<file path="config.mk">
export PLATFORM = sky130hd
export DESIGN_NAME = paddle_track_ctrl
export DESIGN_NICKNAME = d
export VERILOG_FILES = /design/src/rtl/paddle_pkg.sv /design/src/rtl/vsync_edge_det.sv /design/src/rtl/paddle_track_ctrl.sv
export SDC_FILE = /design/constraint.sdc
export NUM_CORES = 1
export LEC_CHECK = 0
export BUFFER_PORTS_ARGS = -buffer_cell sky130_fd_sc_hd__clkbuf_2
export CAP_MARGIN = 0
export CORE_MARGIN = 2
export CORE_UTILIZATION = 30
export DETAILED_ROUTE_END_ITERATION = 10
export PLACE_DENSITY_LB_ADDON = 0.3
export SKIP_LAST_GASP = 1
export SLEW_MARGIN = 20
export SYNTH_ARGS = -nofsm -noshare
export SYNTH_HDL_FRONTEND = slang
export SYNTH_SLANG_ARGS = --single-unit
export TNS_END_PERCENT = 20
</file>
<file path="constraint.sdc">
create_clock -name clk -period 5.1 [get_ports clk]
set_clock_uncertainty 0.15 [all_clocks]
set_input_delay 0.51 -clock clk [delete_from_list [all_inputs] [get_ports clk]]
set_output_delay 0.51 -clock clk [all_outputs]
set_load 0.01 [all_outputs]
</file>
<file path="src/rtl/paddle_pkg.sv">
// -----------------------------------------------------------------------------
// paddle_pkg
// Shared definitions for the paddle tracking controller: the track-state
// encoding seen on track_state and the default parameter values used by
// paddle_track_ctrl.
// -----------------------------------------------------------------------------
package paddle_pkg;

    // Track-state codes; the numeric values are visible on the track_state port.
    typedef enum logic [1:0] {
        ST_SEARCH  = 2'd0,
        ST_ACQUIRE = 2'd1,
        ST_TRACK   = 2'd2,
        ST_HOLD    = 2'd3
    } track_state_t;

    // Default coordinate width in bits.
    localparam int DEF_W           = 13;
    // Default number of consecutive good frames needed to lock.
    localparam int DEF_ACQ_FRAMES  = 3;
    // Default number of consecutive bad frames that drop the lock.
    localparam int DEF_LOST_FRAMES = 8;
    // Default largest accepted per-axis movement between frames, in pixels.
    localparam int DEF_MAX_JUMP    = 64;

endpackage : paddle_pkg

</file>
<file path="src/rtl/vsync_edge_det.sv">
// -----------------------------------------------------------------------------
// vsync_edge_det
// Registers vsync and flags the frame sample point: the cycle in which the
// registered copy is still high while the live vsync has already dropped.
//
// Ports:
//   clk       in   system clock, rising edge
//   reset     in   synchronous, active-low reset (clears the vsync register)
//   vsync     in   frame sync from the video pipe
//   sample_pt out  high for the one cycle at each vsync falling edge
// -----------------------------------------------------------------------------
module vsync_edge_det
    import paddle_pkg::*;
(
    input  logic clk,
    input  logic reset,
    input  logic vsync,
    output logic sample_pt
);

    logic vsync_d_r;

    // Delayed copy of vsync; cleared on reset so that a falling edge in
    // progress at reset time is not treated as a sample point afterwards.
    always_ff @(posedge clk) begin
        if (!reset) begin
            vsync_d_r <= 1'b0;
        end else begin
            vsync_d_r <= vsync;
        end
    end

    assign sample_pt = vsync_d_r & ~vsync;

endmodule : vsync_edge_det

</file>
<file path="src/rtl/paddle_track_ctrl.sv">
// -----------------------------------------------------------------------------
// paddle_track_ctrl
// Filters the per-frame paddle centre reported by the tracker into a stable
// position for the game logic. A lock is acquired after ACQ_FRAMES
// consecutive plausible detections, the locked position is smoothed by
// averaging with each new sample, and the lock survives up to LOST_FRAMES-1
// consecutive bad frames (HOLD) before falling back to SEARCH.
//
// Ports:
//   clk          in   system clock, rising edge
//   reset        in   synchronous, active-low reset
//   vsync        in   frame sync; the frame is sampled at its falling edge
//   det_valid    in   tracker found a paddle this frame
//   center_x/y   in   tracker paddle centre [W-1:0]
//   paddle_x/y   out  filtered paddle position [W-1:0]
//   paddle_valid out  position usable (TRACK or HOLD)
//   track_state  out  SEARCH=0, ACQUIRE=1, TRACK=2, HOLD=3
//   frame_tick   out  one-cycle pulse in the cycle the outputs update
// -----------------------------------------------------------------------------
module paddle_track_ctrl
    import paddle_pkg::*;
#(
    parameter int W           = DEF_W,
    parameter int ACQ_FRAMES  = DEF_ACQ_FRAMES,
    parameter int LOST_FRAMES = DEF_LOST_FRAMES,
    parameter int MAX_JUMP    = DEF_MAX_JUMP
)(
    input  logic         clk,
    input  logic         reset,
    input  logic         vsync,
    input  logic         det_valid,
    input  logic [W-1:0] center_x,
    input  logic [W-1:0] center_y,
    output logic [W-1:0] paddle_x,
    output logic [W-1:0] paddle_y,
    output logic         paddle_valid,
    output logic [1:0]   track_state,
    output logic         frame_tick
);

    // One counter width serves both acq_cnt and lost_cnt.
    localparam int CNT_MAX = (ACQ_FRAMES > LOST_FRAMES) ? ACQ_FRAMES : LOST_FRAMES;
    localparam int CNT_W   = $clog2(CNT_MAX + 1);

    localparam logic [CNT_W-1:0] CNT_SAT   = CNT_W'(CNT_MAX);
    localparam logic [CNT_W-1:0] CNT_ONE   = CNT_W'(1);
    localparam logic [CNT_W-1:0] CNT_ZERO  = CNT_W'(0);
    // Counter value at which one more increment reaches the threshold.
    localparam logic [CNT_W-1:0] ACQ_LAST  = CNT_W'(ACQ_FRAMES - 1);
    localparam logic [CNT_W-1:0] LOST_LAST = CNT_W'(LOST_FRAMES - 1);

    localparam logic signed [W:0] MAX_JUMP_S = (W+1)'(MAX_JUMP);

    // Saturating increment: the frame counters never wrap.
    function automatic logic [CNT_W-1:0] sat_inc(input logic [CNT_W-1:0] cnt);
        logic [CNT_W-1:0] res;
        if (cnt == CNT_SAT) begin
            res = cnt;
        end else begin
            res = cnt + CNT_ONE;
        end
        return res;
    endfunction

    // Absolute value of a W+1-bit signed difference of two W-bit unsigned
    // values; the magnitude always fits because |a-b| <= 2^W-1.
    function automatic logic signed [W:0] abs_diff(input logic [W-1:0] a,
                                                   input logic [W-1:0] b);
        logic signed [W:0] d;
        logic signed [W:0] res;
        d = $signed({1'b0, a}) - $signed({1'b0, b});
        if (d[W]) begin
            res = -d;
        end else begin
            res = d;
        end
        return res;
    endfunction

    // ------------------------------------------------------------------------
    // State and datapath registers
    // ------------------------------------------------------------------------
    track_state_t     state_r,      state_n_s;
    logic [W-1:0]     paddle_x_r,   paddle_x_n_s;
    logic [W-1:0]     paddle_y_r,   paddle_y_n_s;
    logic [W-1:0]     ref_x_r,      ref_x_n_s;
    logic [W-1:0]     ref_y_r,      ref_y_n_s;
    logic [CNT_W-1:0] acq_cnt_r,    acq_cnt_n_s;
    logic [CNT_W-1:0] lost_cnt_r,   lost_cnt_n_s;
    logic             paddle_valid_r, paddle_valid_n_s;
    logic             frame_tick_r;

    logic             sample_pt_s;
    logic [W-1:0]     cmp_x_s;
    logic [W-1:0]     cmp_y_s;
    logic             good_s;
    logic [W:0]       sum_x_s;
    logic [W:0]       sum_y_s;
    logic [W-1:0]     avg_x_s;
    logic [W-1:0]     avg_y_s;

    vsync_edge_det u_vsync_edge_det (
        .clk       (clk),
        .reset     (reset),
        .vsync     (vsync),
        .sample_pt (sample_pt_s)
    );

    // Jump check against the acquisition reference (ACQUIRE) or the locked
    // position (TRACK/HOLD), plus the smoothing average for the locked path.
    always_comb begin
        cmp_x_s = ref_x_r;
        cmp_y_s = ref_y_r;
        if ((state_r == ST_TRACK) || (state_r == ST_HOLD)) begin
            cmp_x_s = paddle_x_r;
            cmp_y_s = paddle_y_r;
        end else begin
            cmp_x_s = ref_x_r;
            cmp_y_s = ref_y_r;
        end

        good_s = det_valid
               && (abs_diff(center_x, cmp_x_s) <= MAX_JUMP_S)
               && (abs_diff(center_y, cmp_y_s) <= MAX_JUMP_S);

        // W+1-bit sums so the carry is kept; the shift truncates.
        sum_x_s = {1'b0, paddle_x_r} + {1'b0, center_x};
        sum_y_s = {1'b0, paddle_y_r} + {1'b0, center_y};
        avg_x_s = sum_x_s[W:1];
        avg_y_s = sum_y_s[W:1];
    end

    // Next-state logic; nothing moves except at a sample point.
    always_comb begin
        state_n_s    = state_r;
        paddle_x_n_s = paddle_x_r;
        paddle_y_n_s = paddle_y_r;
        ref_x_n_s    = ref_x_r;
        ref_y_n_s    = ref_y_r;
        acq_cnt_n_s  = acq_cnt_r;
        lost_cnt_n_s = lost_cnt_r;

        if (sample_pt_s) begin
            case (state_r)
                ST_SEARCH: begin
                    if (det_valid) begin
                        state_n_s   = ST_ACQUIRE;
                        ref_x_n_s   = center_x;
                        ref_y_n_s   = center_y;
                        acq_cnt_n_s = CNT_ONE;
                    end else begin
                        state_n_s   = ST_SEARCH;
                    end
                end

                ST_ACQUIRE: begin
                    if (good_s) begin
                        acq_cnt_n_s = sat_inc(acq_cnt_r);
                        ref_x_n_s   = center_x;
                        ref_y_n_s   = center_y;
                        if (acq_cnt_r >= ACQ_LAST) begin
                            state_n_s    = ST_TRACK;
                            paddle_x_n_s = center_x;
                            paddle_y_n_s = center_y;
                            lost_cnt_n_s = CNT_ZERO;
                        end else begin
                            state_n_s    = ST_ACQUIRE;
                        end
                    end else if (det_valid) begin
                        // Implausible jump: restart acquisition from here.
                        ref_x_n_s   = center_x;
                        ref_y_n_s   = center_y;
                        acq_cnt_n_s = CNT_ONE;
                    end else begin
                        state_n_s   = ST_SEARCH;
                        acq_cnt_n_s = CNT_ZERO;
                    end
                end

                ST_TRACK: begin
                    if (good_s) begin
                        paddle_x_n_s = avg_x_s;
                        paddle_y_n_s = avg_y_s;
                    end else begin
                        state_n_s    = ST_HOLD;
                        lost_cnt_n_s = CNT_ONE;
                    end
                end

                ST_HOLD: begin
                    if (good_s) begin
                        state_n_s    = ST_TRACK;
                        paddle_x_n_s = avg_x_s;
                        paddle_y_n_s = avg_y_s;
                        lost_cnt_n_s = CNT_ZERO;
                    end else if (lost_cnt_r >= LOST_LAST) begin
                        // Lock dropped; the last position stays on the
                        // outputs but is flagged invalid.
                        state_n_s    = ST_SEARCH;
                        lost_cnt_n_s = CNT_ZERO;
                        acq_cnt_n_s  = CNT_ZERO;
                    end else begin
                        lost_cnt_n_s = sat_inc(lost_cnt_r);
                    end
                end

                default: begin
                    state_n_s = ST_SEARCH;
                end
            endcase
        end else begin
            state_n_s = state_r;
        end

        paddle_valid_n_s = (state_n_s == ST_TRACK) || (state_n_s == ST_HOLD);
    end

    // State, position, counters and the frame tick; reset wins over a
    // coincident sample point.
    always_ff @(posedge clk) begin
        if (!reset) begin
            state_r        <= ST_SEARCH;
            paddle_x_r     <= '0;
            paddle_y_r     <= '0;
            ref_x_r        <= '0;
            ref_y_r        <= '0;
            acq_cnt_r      <= CNT_ZERO;
            lost_cnt_r     <= CNT_ZERO;
            paddle_valid_r <= 1'b0;
            frame_tick_r   <= 1'b0;
        end else begin
            state_r        <= state_n_s;
            paddle_x_r     <= paddle_x_n_s;
            paddle_y_r     <= paddle_y_n_s;
            ref_x_r        <= ref_x_n_s;
            ref_y_r        <= ref_y_n_s;
            acq_cnt_r      <= acq_cnt_n_s;
            lost_cnt_r     <= lost_cnt_n_s;
            paddle_valid_r <= paddle_valid_n_s;
            frame_tick_r   <= sample_pt_s;
        end
    end

    assign paddle_x     = paddle_x_r;
    assign paddle_y     = paddle_y_r;
    assign paddle_valid = paddle_valid_r;
    assign track_state  = state_r;
    assign frame_tick   = frame_tick_r;

endmodule : paddle_track_ctrl

</file>
==> results.md <==
* Vias in the first global route at 5459
* Tot GR Track Use at 0.152
* Sink Count at 65
* 1st-iter DRT viols at 351
* R2R Path Start: track_state[1]
* CORE AREA at 19600 um^2
* Worst VDD drop at 0.138 mV
* Netlist cell types at 82
* Starting Density at 0.307
* Synth top area cells: dfxtp_1 (22%), ha_1 (11%), a21oi_1 (6.4%)
* Power Density at 212 nW/um^2
* Worst hold start: vsync
* Max Freq at 0.214 GHz
* N_diodes at 0
* TNS Setup at 0 ns
* Worst Hold Path EP: u_vsync_edge_det.vsync_d_r
* DRC at 0
* Static leakage at 2.69 nW
* Cell Count, Final, Fillers Out at 1096
* Post-synthesis async set-or-reset flop share at 0
* Post-layout minimum cycle time at 4.68 ns
* Clock Pin Slew Worst Setup and Hold Paths at 0.05 ns
* Syn nets at 868
* Syn Inst Count at 779
* # IOs at 60
* H-tree Lvls at 3
* Final Cell Area at 6900 um^2
* CTS buffer count at 9
* Hold Crit Depth at 2
* CP peak stage delay at 0.63 ns
* Mapped Avg Cell Area at 7.73 um^2
* Area of the die at 21200 um^2
* Total global routing overflow at 0
* Cell Area, Synth at 6020 um^2
* Die Wd at 146 um
* Slowest cell on crit path: or4b_2
* Worst-Skew Late Latency at 0.34 ns
* Drt wl/cell at 14.5 um
* Hold Vio Cnt, Final at 0
* First-pass GRT wire length at 26900 um
* Setup Slack @ Placement at 0.416 ns
* Post-synthesis sequential area ratio at 0.216
* Port Buffer Count at 59
* Final Power at 1.46 mW
* Share of layout cells above drive strength 1 at 0.141
* Area growth syn-to-layout at 14.6%
* Antenna Nets Post-Route at 0
* Placed cell area at 6590 um^2
* Routed WL at 15900 um
* Final Cycle Share at 0.917
* Fillers at 2080
* Post-CTS Setup Bufs at 0
* Detailed Routing Iterations Pass 1 at 5
* Final nets at 915
* CP Cell Sequence: buf_4, mux2i_1, ha_1, o21ai_0, a21oi_1, or4b_2, and4_1, nand4bb_1, mux2_2, a32o_1, nand3_1, o21bai_1, a41o_2, nand3_1, o41ai_1
* Area leader, netlist: dfxtp_1
* Least-Margin Pin Slew at 0.714 ns
* Capturing point of the worst reg2reg path: lost_cnt_r[3]
* Worst R2R Path Depth at 15
* Top-area cell type share of the netlist area at 0.216
* Critical Path RT at 5.19 ns
* Rows at 51
* Die Y at 146 um
* Vias per inst at 5.31
* R2R setup slack at 0.42 ns
* Maxcap violations at 0
* RSZ-0062 raised after global routing: no
* Crit start category: flip-flop
* DP Cell Count at 1080
* CTS tree: done
* Final worst slack at 0.421 ns
* Tightest Hold Check Type: in2reg
* Most used cell, CP: nand3_1
* Hpwl dp at 12000 um
* FF+latch count, synth at 65
* CTS root buffer: clkbuf_16
* CP Capture Type: flip-flop
* CTS Buffer Depth at 2
* Run status: finished clean
* CP arrival at 4.77 ns
* Vias post-DR at 5823
* Worst rel slew slack at 0.521
* Critical path class: reg2reg
* Final Max Tran Viols at 0
* Initial antenna violation count at 0
* Final setup fails at 0
* YS warnings at 0
* EDFF count, synth at 0
* Routability cong. at 0.869
* CP Max Fanout at 20
* Top FF cell, synth: dfxtp_1
* Largest net degree at the start of global routing at 32
-- worst max-delay path by stage --
stage | depth (start not counted) | start | end | slack, ns
after CTS | 18 | track_state[1] | paddle_x[3] | 0.39
after floorplan | 18 | track_state[1] | lost_cnt_r[1] | 0.08
after detailed placement | 18 | track_state[1] | paddle_x[3] | 0.42
final | 15 | track_state[1] | lost_cnt_r[3] | 0.42
after global placement | 16 | track_state[1] | paddle_x[5] | 0.47
after global routing | 15 | track_state[1] | lost_cnt_r[3] | 0.03
-- where the power goes --
| part | switching [mW] | internal (mW) |
|---|---|---|
| Combinational | 0.180 | 0.119 |
| Clock | 0.226 | 0.418 |
| Sequential | 0.00366 | 0.514 |
| Total | 0.410 | 1.05 |
-- stage by stage --
| step | util | hold WS, ns |
|---|---|---|
| global placement | 0.336 | 0.291 |
| floorplan | - | 0.284 |
| finish | 0.352 | 0.255 |
| global route | 0.352 | 0.264 |
| CTS | 0.352 | 0.244 |
| detailed placement | 0.336 | 0.296 |
-- area by class of cell --
type / instances / area (um^2) / share of cell area
flip-flops and latches: 65 / 1300 / 0.189
inverters: 38 / 143 / 0.0207
multi-input cells: 640 / 4420 / 0.640
clock inverters: 2 / 35.0 / 0.00508
clock buffers: 14 / 274 / 0.0397
repair buffers: 72 / 397 / 0.0575
well taps: 265 / 332 / 0.0481
-- cells in the final DEF (no fill, tap or decap), types with 5 or more instances in the layout --
| cell type | synthesis | final |
|---|---|---|
| or3_1 | 9 | 9 |
| dfxtp_1 | 65 | 64 |
| clkbuf_2 | 0 | 59 |
| a21oi_1 | 77 | 77 |
| nand3_1 | 22 | 22 |
| inv_1 | 37 | 36 |
| nand2_1 | 97 | 97 |
| nand2b_1 | 9 | 9 |
| nor2b_1 | 10 | 10 |
| o311ai_0 | 5 | 5 |
| nor2_1 | 53 | 52 |
| mux2i_1 | 34 | 34 |
| nor3_1 | 13 | 13 |
| a31oi_1 | 7 | 7 |
| and3_1 | 5 | 5 |
| a21o_1 | 9 | 9 |
| o21ai_0 | 42 | 42 |
| nand3b_1 | 6 | 6 |
| o21bai_1 | 5 | 5 |
| a21boi_0 | 10 | 10 |
| clkbuf_16 | 0 | 9 |
| xor2_1 | 5 | 5 |
| o211a_1 | 9 | 9 |
| buf_4 | 2 | 12 |
| xnor2_1 | 25 | 25 |
| nand4_1 | 7 | 7 |
| ha_1 | 55 | 55 |
| a211oi_1 | 23 | 23 |
| o211ai_1 | 10 | 10 |
-- synthesized netlist by cell type, types with 4 or more instances --
| master | number |
|---|---|
| nand3_1 | 22 |
| nand2b_1 | 9 |
| a21boi_0 | 10 |
| dfxtp_1 | 65 |
| nor3_1 | 13 |
| o2111ai_1 | 4 |
| nor2b_1 | 10 |
| a31o_2 | 4 |
| buf_2 | 7 |
| nor4_1 | 4 |
| o21ai_0 | 42 |
| a21oi_1 | 77 |
| nor2_1 | 53 |
| xor2_1 | 5 |
| o311ai_0 | 5 |
| a211oi_1 | 23 |
| fa_1 | 4 |
| mux2_2 | 4 |
| nand4_1 | 7 |
| a21o_1 | 9 |
| nand3b_1 | 6 |
| o211ai_1 | 10 |
| a31oi_1 | 7 |
| o31a_1 | 4 |
| clkbuf_1 | 22 |
| mux2i_1 | 34 |
| ha_1 | 55 |
| o21bai_1 | 5 |
| nor3b_1 | 4 |
| nand2_1 | 97 |
| inv_1 | 37 |
| and3_1 | 5 |
| o211a_1 | 9 |
| xnor2_1 | 25 |
| or3_1 | 9 |
-- critical path: cells and delay by family (launching register included) --
| kind | cells | cell delay [ns] |
|---|---|---|
| adder cells (fa/ha/maj) | 1 | 0.33 |
| multiplexers | 2 | 0.44 |
| AO/OA/AOI/OAI | 6 | 1.71 |
| AND/OR/NAND/NOR | 5 | 1.28 |
| flip-flops | 1 | 0.35 |
| buffers and inverters | 1 | 0.31 |
-- logic make-up (layout without fill, tap and decap cells) --
logic type	after synthesis	in the layout	synth area share
xor gates and xnor gates	30	30	0.0436
DFF	65	65	0.216
buffers and inverters	74	126	0.0522
and+or+nand+nor	263	263	0.218
AOI/OAI and AO/OA	250	250	0.278
muxes	38	38	0.0640
adders and majority gates	59	59	0.128
-- what timing repair did --
| item | in CTS | in global routing |
|---|---|---|
| hold buffers | 0 | 0 |
| endpoints found under the setup margin | 0 | 2 |
| gates resized for setup | 0 | 1 |
-- metal layers --
| metal | GRT usage | vias to the layer above | wire length (um) |
|---|---|---|---|
| li1 | - | 2984 | - |
| met1 | 0.201 | 2730 | 7940 |
| met2 | 0.250 | 93 | 7160 |
| met3 | 0.0279 | 16 | 527 |
| met4 | 0.0471 | 0 | 294 |
| met5 | 0 | - | 0 |
Power figures use the tool's default switching activity.
